File: src/rtl/mem_access_ctrl.sv
// Single-request memory access sequencer: byte/word loads and stores plus word-block COPY.
// Load/store respond 2 cycles after accept, COPY 2*len+1 (1 if len=0), illegal op 1; response held until rsp_ready.
module mem_access_ctrl (
    input  logic        clk,
    input  logic        rst,
    input  logic        req_valid,
    output logic        req_ready,
    input  logic [2:0]  req_op,
    input  logic [3:0]  req_addr,
    input  logic [3:0]  req_addr2,
    input  logic [3:0]  req_len,
    input  logic [8:0]  req_wbyte,
    input  logic [15:0] req_wword,
    output logic        rsp_valid,
    input  logic        rsp_ready,
    output logic [8:0]  rsp_byte,
    output logic [15:0] rsp_word,
    output logic        rsp_err,
    output logic        busy,
    output logic [3:0]  mem_addr,
    output logic [8:0]  mem_wbyte,
    output logic [15:0] mem_wword,
    output logic [1:0]  mem_w,
    input  logic [8:0]  mem_byte,
    input  logic [15:0] mem_word
);

    localparam logic [2:0] OP_LB   = 3'b000;
    localparam logic [2:0] OP_LW   = 3'b001;
    localparam logic [2:0] OP_SB   = 3'b010;
    localparam logic [2:0] OP_SW   = 3'b011;
    localparam logic [2:0] OP_COPY = 3'b100;

    localparam logic [1:0] MW_NONE = 2'b00;
    localparam logic [1:0] MW_BYTE = 2'b01;
    localparam logic [1:0] MW_WORD = 2'b10;

    typedef enum logic [2:0] {IDLE, RD, WR, CPY_RD, CPY_WR, RESP} state_t;

    state_t      state, state_nxt;
    logic [2:0]  op_q;
    logic [3:0]  addr_q, addr2_q, len_q, idx_q, idx_inc;
    logic [8:0]  wbyte_q;
    logic [15:0] wword_q, buf_q;
    logic [1:0]  mem_w_raw;
    logic        accept;

    assign req_ready = (state == IDLE) && !rst;
    assign accept    = req_valid && req_ready;
    assign rsp_valid = (state == RESP);
    assign busy      = (state != IDLE);
    assign idx_inc   = idx_q + 4'd1;

    always_comb begin
        state_nxt = state;
        mem_addr  = '0;
        mem_w_raw = MW_NONE;
        mem_w     = MW_NONE;
        mem_wbyte = '0;
        mem_wword = '0;
        case (state)
            IDLE: begin
                if (accept) begin
                    case (req_op)
                        OP_LB, OP_LW: state_nxt = RD;
                        OP_SB, OP_SW: state_nxt = WR;
                        OP_COPY:      state_nxt = (req_len != 4'd0) ? CPY_RD : RESP;
                        default:      state_nxt = RESP;
                    endcase
                end
            end
            RD: begin
                mem_addr  = addr_q;
                state_nxt = RESP;
            end
            WR: begin
                mem_addr  = addr_q;
                mem_w_raw = (op_q == OP_SB) ? MW_BYTE : MW_WORD;
                state_nxt = RESP;
            end
            CPY_RD: begin
                mem_addr  = addr_q + idx_q;
                state_nxt = CPY_WR;
            end
            CPY_WR: begin
                mem_addr  = addr2_q + idx_q;
                mem_w_raw = MW_WORD;
                state_nxt = (idx_inc < len_q) ? CPY_RD : RESP;
            end
            RESP: begin
                if (rsp_ready) state_nxt = IDLE;
            end
            default: state_nxt = IDLE;
        endcase
        // Reset gates the write strobe so an in-flight copy cannot write on the reset edge.
        mem_w = rst ? MW_NONE : mem_w_raw;
        if (mem_w == MW_BYTE) mem_wbyte = wbyte_q;
        if (mem_w == MW_WORD) mem_wword = (state == CPY_WR) ? buf_q : wword_q;
    end

    always_ff @(posedge clk) begin
        if (rst) begin
            state    <= IDLE;
            op_q     <= '0;
            addr_q   <= '0;
            addr2_q  <= '0;
            len_q    <= '0;
            idx_q    <= '0;
            wbyte_q  <= '0;
            wword_q  <= '0;
            buf_q    <= '0;
            rsp_byte <= '0;
            rsp_word <= '0;
            rsp_err  <= 1'b0;
        end else begin
            state <= state_nxt;
            case (state)
                IDLE: begin
                    if (accept) begin
                        op_q     <= req_op;
                        addr_q   <= req_addr;
                        addr2_q  <= req_addr2;
                        len_q    <= req_len;
                        wbyte_q  <= req_wbyte;
                        wword_q  <= req_wword;
                        idx_q    <= '0;
                        rsp_byte <= '0;
                        rsp_word <= '0;
                        rsp_err  <= (req_op > OP_COPY);
                    end
                end
                RD: begin
                    if (op_q == OP_LB) rsp_byte <= mem_byte;
                    else               rsp_word <= mem_word;
                end
                CPY_RD: buf_q <= mem_word;
                CPY_WR: idx_q <= idx_inc;
                default: ;
            endcase
        end
    end

endmodule

File: config.mk
export PLATFORM = sky130hd
export DESIGN_NAME = mem_access_ctrl
export DESIGN_NICKNAME = d
export VERILOG_FILES = /design/src/rtl/mem_access_ctrl.sv
export SDC_FILE = /design/constraint.sdc
export NUM_CORES = 1
export LEC_CHECK = 0
export CAP_MARGIN = 20
export CELL_PAD_IN_SITES_DETAIL_PLACEMENT = 0
export CELL_PAD_IN_SITES_GLOBAL_PLACEMENT = 1
export CORE_AREA = 4 4 116 118
export DETAILED_ROUTE_END_ITERATION = 10
export DIE_AREA = 0 0 120 122
export PLACE_DENSITY = 0.8
export RECOVER_POWER = 100
export SYNTH_ARGS = -nofsm -noshare
export SYNTH_HDL_FRONTEND = slang
export SYNTH_SLANG_ARGS = --single-unit
File: constraint.sdc
create_clock -name clk -period 3.7 [get_ports clk]
set_clock_uncertainty 0.1 [all_clocks]
set_input_delay 0.555 -clock clk [delete_from_list [all_inputs] [get_ports clk]]
set_output_delay 0.555 -clock clk [all_outputs]
set_load 0.01 [all_outputs]
; Word level (Yosys, flattened, before mapping)
; Index checks and enable logic that the tools add are counted.
[word_totals]
reg_bits = 89
inputBits = 69
output_inout_bits = 60
word_cells = 72
[classes]
add_sub_neg = 3
order_cmp = 2
eq_ne = 16
n_mux = 21
n_reduce_logical = 18
[ops]
columns = operator, count
row1 = $mux W16, 4
row2 = $pmux W16 S2, 1
row3 = $mux W9, 3
row4 = $pmux W9 S2, 1
row5 = $eq A3 B2 Y1 const B, 5
row6 = $pmux W3 S5, 1
row7 = $mux W3, 4
row8 = $pmux W4 S3, 1
row9 = $eq A3 B3 Y1 const B, 3
row10 = $logic_not A3 Y1, 3
row11 = $pmux W3 S3, 1
row12 = $add A4 B4 Y4, 2
row13 = $pmux W4 S2, 1
row14 = $eq A3 B1 Y1 const B, 2
row15 = $ne A2 B2 Y1 const B, 3
row16 = $reduce_and A2 Y1, 3
row17 = $reduce_and A3 Y1, 2
row18 = $reduce_or A2 Y1, 3
row19 = $add A4 B1 Y4 const B, 1
row20 = $lt A4 B4 Y1, 1
row21 = $mux W2, 2
row22 = $mux W4, 1
row23 = $pmux W2 S2, 1
row24 = $reduce_bool A2 Y1, 2
row25 = other kinds (8), 9

; Logic depth before layout (Yosys ltp)
[depth]
depth_word = 6
ltp_mapped = 12

; Worst setup path after synthesis
; No wires, ideal clock.
[synth_timing]
kind = register -> output
startpoint = reg state[0]
endpoint = out mem_addr[3]
arrival_ns = 2.413
path_slack_ns = 0.632
stages_incl_launch_ff = 12
n_path_buf = 2
path_cell_list = dfxtp_1 -> nor2_1 -> and2_1 -> clkbuf_1 -> clkbuf_1 -> nand2_1 -> nand2_1 -> ha_1 -> a21oi_1 -> mux2i_1 -> xor2_1 -> a221o_1
[synth_between]
elab_chain_len = 3
word_cells_on_any_way = 6
classes_between = 4 x eq/ne / 1 x mux / 1 x reduce/logical
[synth_lines]
columns = element, line
row1 = "start, declared", 40  ; state_t state, state_nxt;
row2 = "start signal, assigned", 116  ; state <= state_nxt;
row3 = $eq A3 B1 Y1 or $eq A3 B2 Y1 (tied branches), 61  ; case (state)
row4 = $reduce_or A2 Y1 (no line), -
row5 = $pmux W4 S3 (*), 61
row6 = "end, declared", 20  ; output logic [3:0] mem_addr,
; Every way passes the cells marked *; elsewhere a longest branch is shown, timed or not.

; Worst setup path in the final report
[layout_timing]
startpoint = reg state[0]
endpoint = out mem_addr[2]
; Same word-level chain as after synthesis.

==> results.md <==
- Placeable Area: 0.0125 sq mm
- Initial core utilization: 0.324
- Sequential area share after synthesis: 0.441
- Share of the synthesized area in the top cell type: 0.441
- Final GP Congestion: 0.876
- Crit Path Max Fanout: 7
- Synthesized area per cell: ~7.7 sq um
- Asr flop ratio synth: 0
- Power per Cell Area: 482 mW/mm^2
- Final Cycle Share: 0.931
- Via-to-Cell Ratio: between 4 and 5
- Netlist cell types: 38
- First-pass GRT wire length: about 19 mm
- Num rows: ~40
- Number of synthesized register bits: 89
- Class of the worst hold path: reg2reg
- TritonCTS clock tree: built
- CTS Sinks: between 80 and 90
- Layout area overhead: 42.4%
- TritonCTS buffer count: 9
- Clock latency at the later pin of the worst-skew pair: between 0.3 and 0.4 ns
- Diode count: 0
- Syn nets: 601
- Slew headroom: 0.354
- Root buffer selected by CTS: clkbuf_16
- WS Path Type: reg2out
- Fin area: approximately 0.0058 sq mm
- CTS H-tree depth: 3
- Fill cells: ~1300
- Fin. max-slew vios: 0
- Maximum VDD drop: about 230 uV
- Setup WS pre-CTS: roughly 0.22 ns
- Largest net degree at the start of global routing: between 40 and 50
- Final Hold Viols: 0
- Actual slew at the worst max-slew pin: slightly below 1 ns
- Final WL: around 12 mm
- Iter 0 DRT Violations: 189
- Synth warn: 0
- Sequential Area: ~0.0018 sq mm
- Reg2Reg Depth: 7
- Max_cap viols: 0
- DR vias: 3825
- R2R Setup Slk: around 0.7 ns
- Most common cell after layout, fill and taps aside: nand2_1
- Worst reg2reg startpoint: state[2]
- CTS Buffer Depth: 2
- Pre-antenna DRT Iters: 4
- Critical Path End: mem_addr[2]
- Port buffer count: ~130
- Crit. Startpoint: state[0]
- Post-DP HPWL: between 8 and 9 mm
- Synth area leader: dfxtp_1
- Die area: about 0.015 sq mm
- Peak Freq: approximately 290 MHz
- Pleak: ~2.3 nW
- Setup TNS: 0 ns
- Num ports: 129
- Sw Share: 0.315
- Syn Inst Count: about 520
- EDFF count, synth: 0
- GR Overflow Total: 0
- Clk pwr share: 0.338
- Most used DFF post-synth: dfxtp_1
- Share of cells above drive strength 1: 0.0511
- Comb power frac: 0.254
- Worst-path clk slew: roughly 0.070 ns
- Multi-input gate area: 0.00206 sq mm
- Placed Area: roughly 0.0055 sq mm
- Seq pwr share: 0.408
- Synth Cell Area: ~0.0040 sq mm
- Outcome: finished, final reports clean
- Worst EP required: 3.04 ns
- Final setup fails: 0
- Chip height: 122 um
- Reg2reg end: rsp_byte[8]
- Fin nets: approximately 720
- Int Pwr: ~0.0019 W
- Final Util: 0.461
- Worst path arrival time: between 2 and 3 ns
- Gr usage total: 0.162
- Tmin final: approximately 3.4 ns
- Final WS setup: between 0.2 and 0.3 ns
- CP endpoint kind: output pin
- CP Launch Type: flip-flop
- Largest cells by area after synthesis: dfxtp_1 44%, nand2_1 16%, nand3b_1 6.5%
- Die width: roughly 120 um
- Initial antenna violation count: 0
- DRT antenna net count: 0
- Residual DRC count: 0
- Vias in the first global route: roughly 3800
- RSZ-0062 raised after global routing: no
- Most frequent cells in the layout: 168 x nand2_1, 89 x dfxtp_1, 77 x clkdlybuf4s50_1
- P_sw: 0.000873 W
- DR WL/cell: between 10 and 15 um
- Smallest hold slack: between 0.3 and 0.4 ns
-- kinds of logic (layout without fill, tap and decap cells) --
kind of cell / after synthesis / in the layout / synth area share
AOI/OAI and AO/OA: 94 / 94 / 0.151
xor gates and xnor gates: 7 / 7 / 0.0152
adders and majority gates: 8 / 8 / 0.0266
buffers and inverters: 42 / 164 / 0.0424
DFF: 89 / 89 / 0.441
muxes: 1 / 1 / 0.00248
and+or+nand+nor: 283 / 283 / 0.321
-- power groups by stage --
stage               clock network, W  logic [W]  registers (W)
finish                      0.000936   0.000705        0.00113
global route                0.000998   0.000787        0.00114
global placement                   0   0.000727        0.00115
detailed placement                 0   0.000741        0.00115
CTS                         0.000968   0.000747        0.00113
floorplan                          0   0.000431        0.00115
-- routing by layer --
layer / share of wire / track usage / wire length, um / vias to the layer above
met5: 0 / 0 / 0 / -
met4: 0.017 / 0.0651 / 202 / 0
met3: 0.055 / 0.0385 / 651 / 14
met2: 0.45 / 0.252 / 5320 / 107
met1: 0.48 / 0.216 / 5680 / 1726
li1: - / - / - / 1978
-- cells in the mapped netlist, types with 2 or more instances --
cell and instances:
buf_1 3, ha_1 7, nor4_1 2, o21ai_0 9, nor2b_1 3, nand3b_1 35, nor2_1 33, and2_1 12
xnor2_1 3, inv_1 7, a21oi_1 52, nand3_1 12, a21o_1 2, nor3_1 3, a2111oi_0 2, dfxtp_1 89
a22oi_2 10, clkbuf_1 26, nand2_1 169, a22oi_1 8, xor2_1 4, buf_2 5, nand2b_1 9, nor3b_1 3
o31ai_1 3
-- cell type report --
| cell class | instances | area share |
|---|---|---|
| Multi-Input combinational cell | 393 | 0.359 |
| Sequential cell | 89 | 0.310 |
| Timing Repair Buffer | 141 | 0.236 |
| Clock buffer | 10 | 0.0398 |
| Tap cell | 172 | 0.0374 |
| Clock inverter | 6 | 0.0131 |
| Inverter | 7 | 0.00457 |
-- worst min path at each step --
| stage | startpoint | end | slack (ns) | depth (start not counted) |
|---|---|---|---|---|
| after global routing | rsp_byte[0] | rsp_byte[0] | 0.37 | 2 |
| after floorplan | buf_q[0] | buf_q[0] | 0.34 | 2 |
| after global placement | rsp_byte[7] | rsp_byte[7] | 0.34 | 2 |
| after detailed placement | rsp_byte[4] | rsp_byte[4] | 0.35 | 2 |
| after CTS | rsp_byte[6] | rsp_byte[6] | 0.35 | 2 |
| final | rsp_byte[6] | rsp_byte[6] | 0.35 | 2 |
-- per-stage QoR --
stage	total power, W	std cells
floorplan	0.00158	524
global placement	0.00187	802
detailed placement	0.00189	802
CTS	0.00285	818
global route	0.00293	818
finish	0.00277	818
-- sequential cells by signal, indices dropped and copies added, names as in the netlist, 3 cells and up --
name and flops:
buf_q 16, addr2_q 4, idx_q 4, rsp_byte 9, state 3, rsp_word 16
op_q 3, len_q 4, wbyte_q 9, addr_q 4, wword_q 16
-- critical path, cell delays in order, from the launching register on --
cell and delay, ns:
dfxtp_1 0.34, nor2_4 0.15, and2_4 0.20, nand2_1 0.07, nand2_1 0.06, ha_1 0.17
inv_1 0.06, fa_1 0.37, xnor2_1 0.20, a22oi_1 0.13, o21ai_1 0.16, clkdlybuf4s50_1 0.56
-- repair_timing --
item | in CTS | in global routing
hold buffers | 0 | 0
setup buffers | 0 | 0
pin swaps | 0 | 1
resized for setup | 3 | 5
endpoints found under the setup margin | 1 | 2
Power figures use the tool's default switching activity.
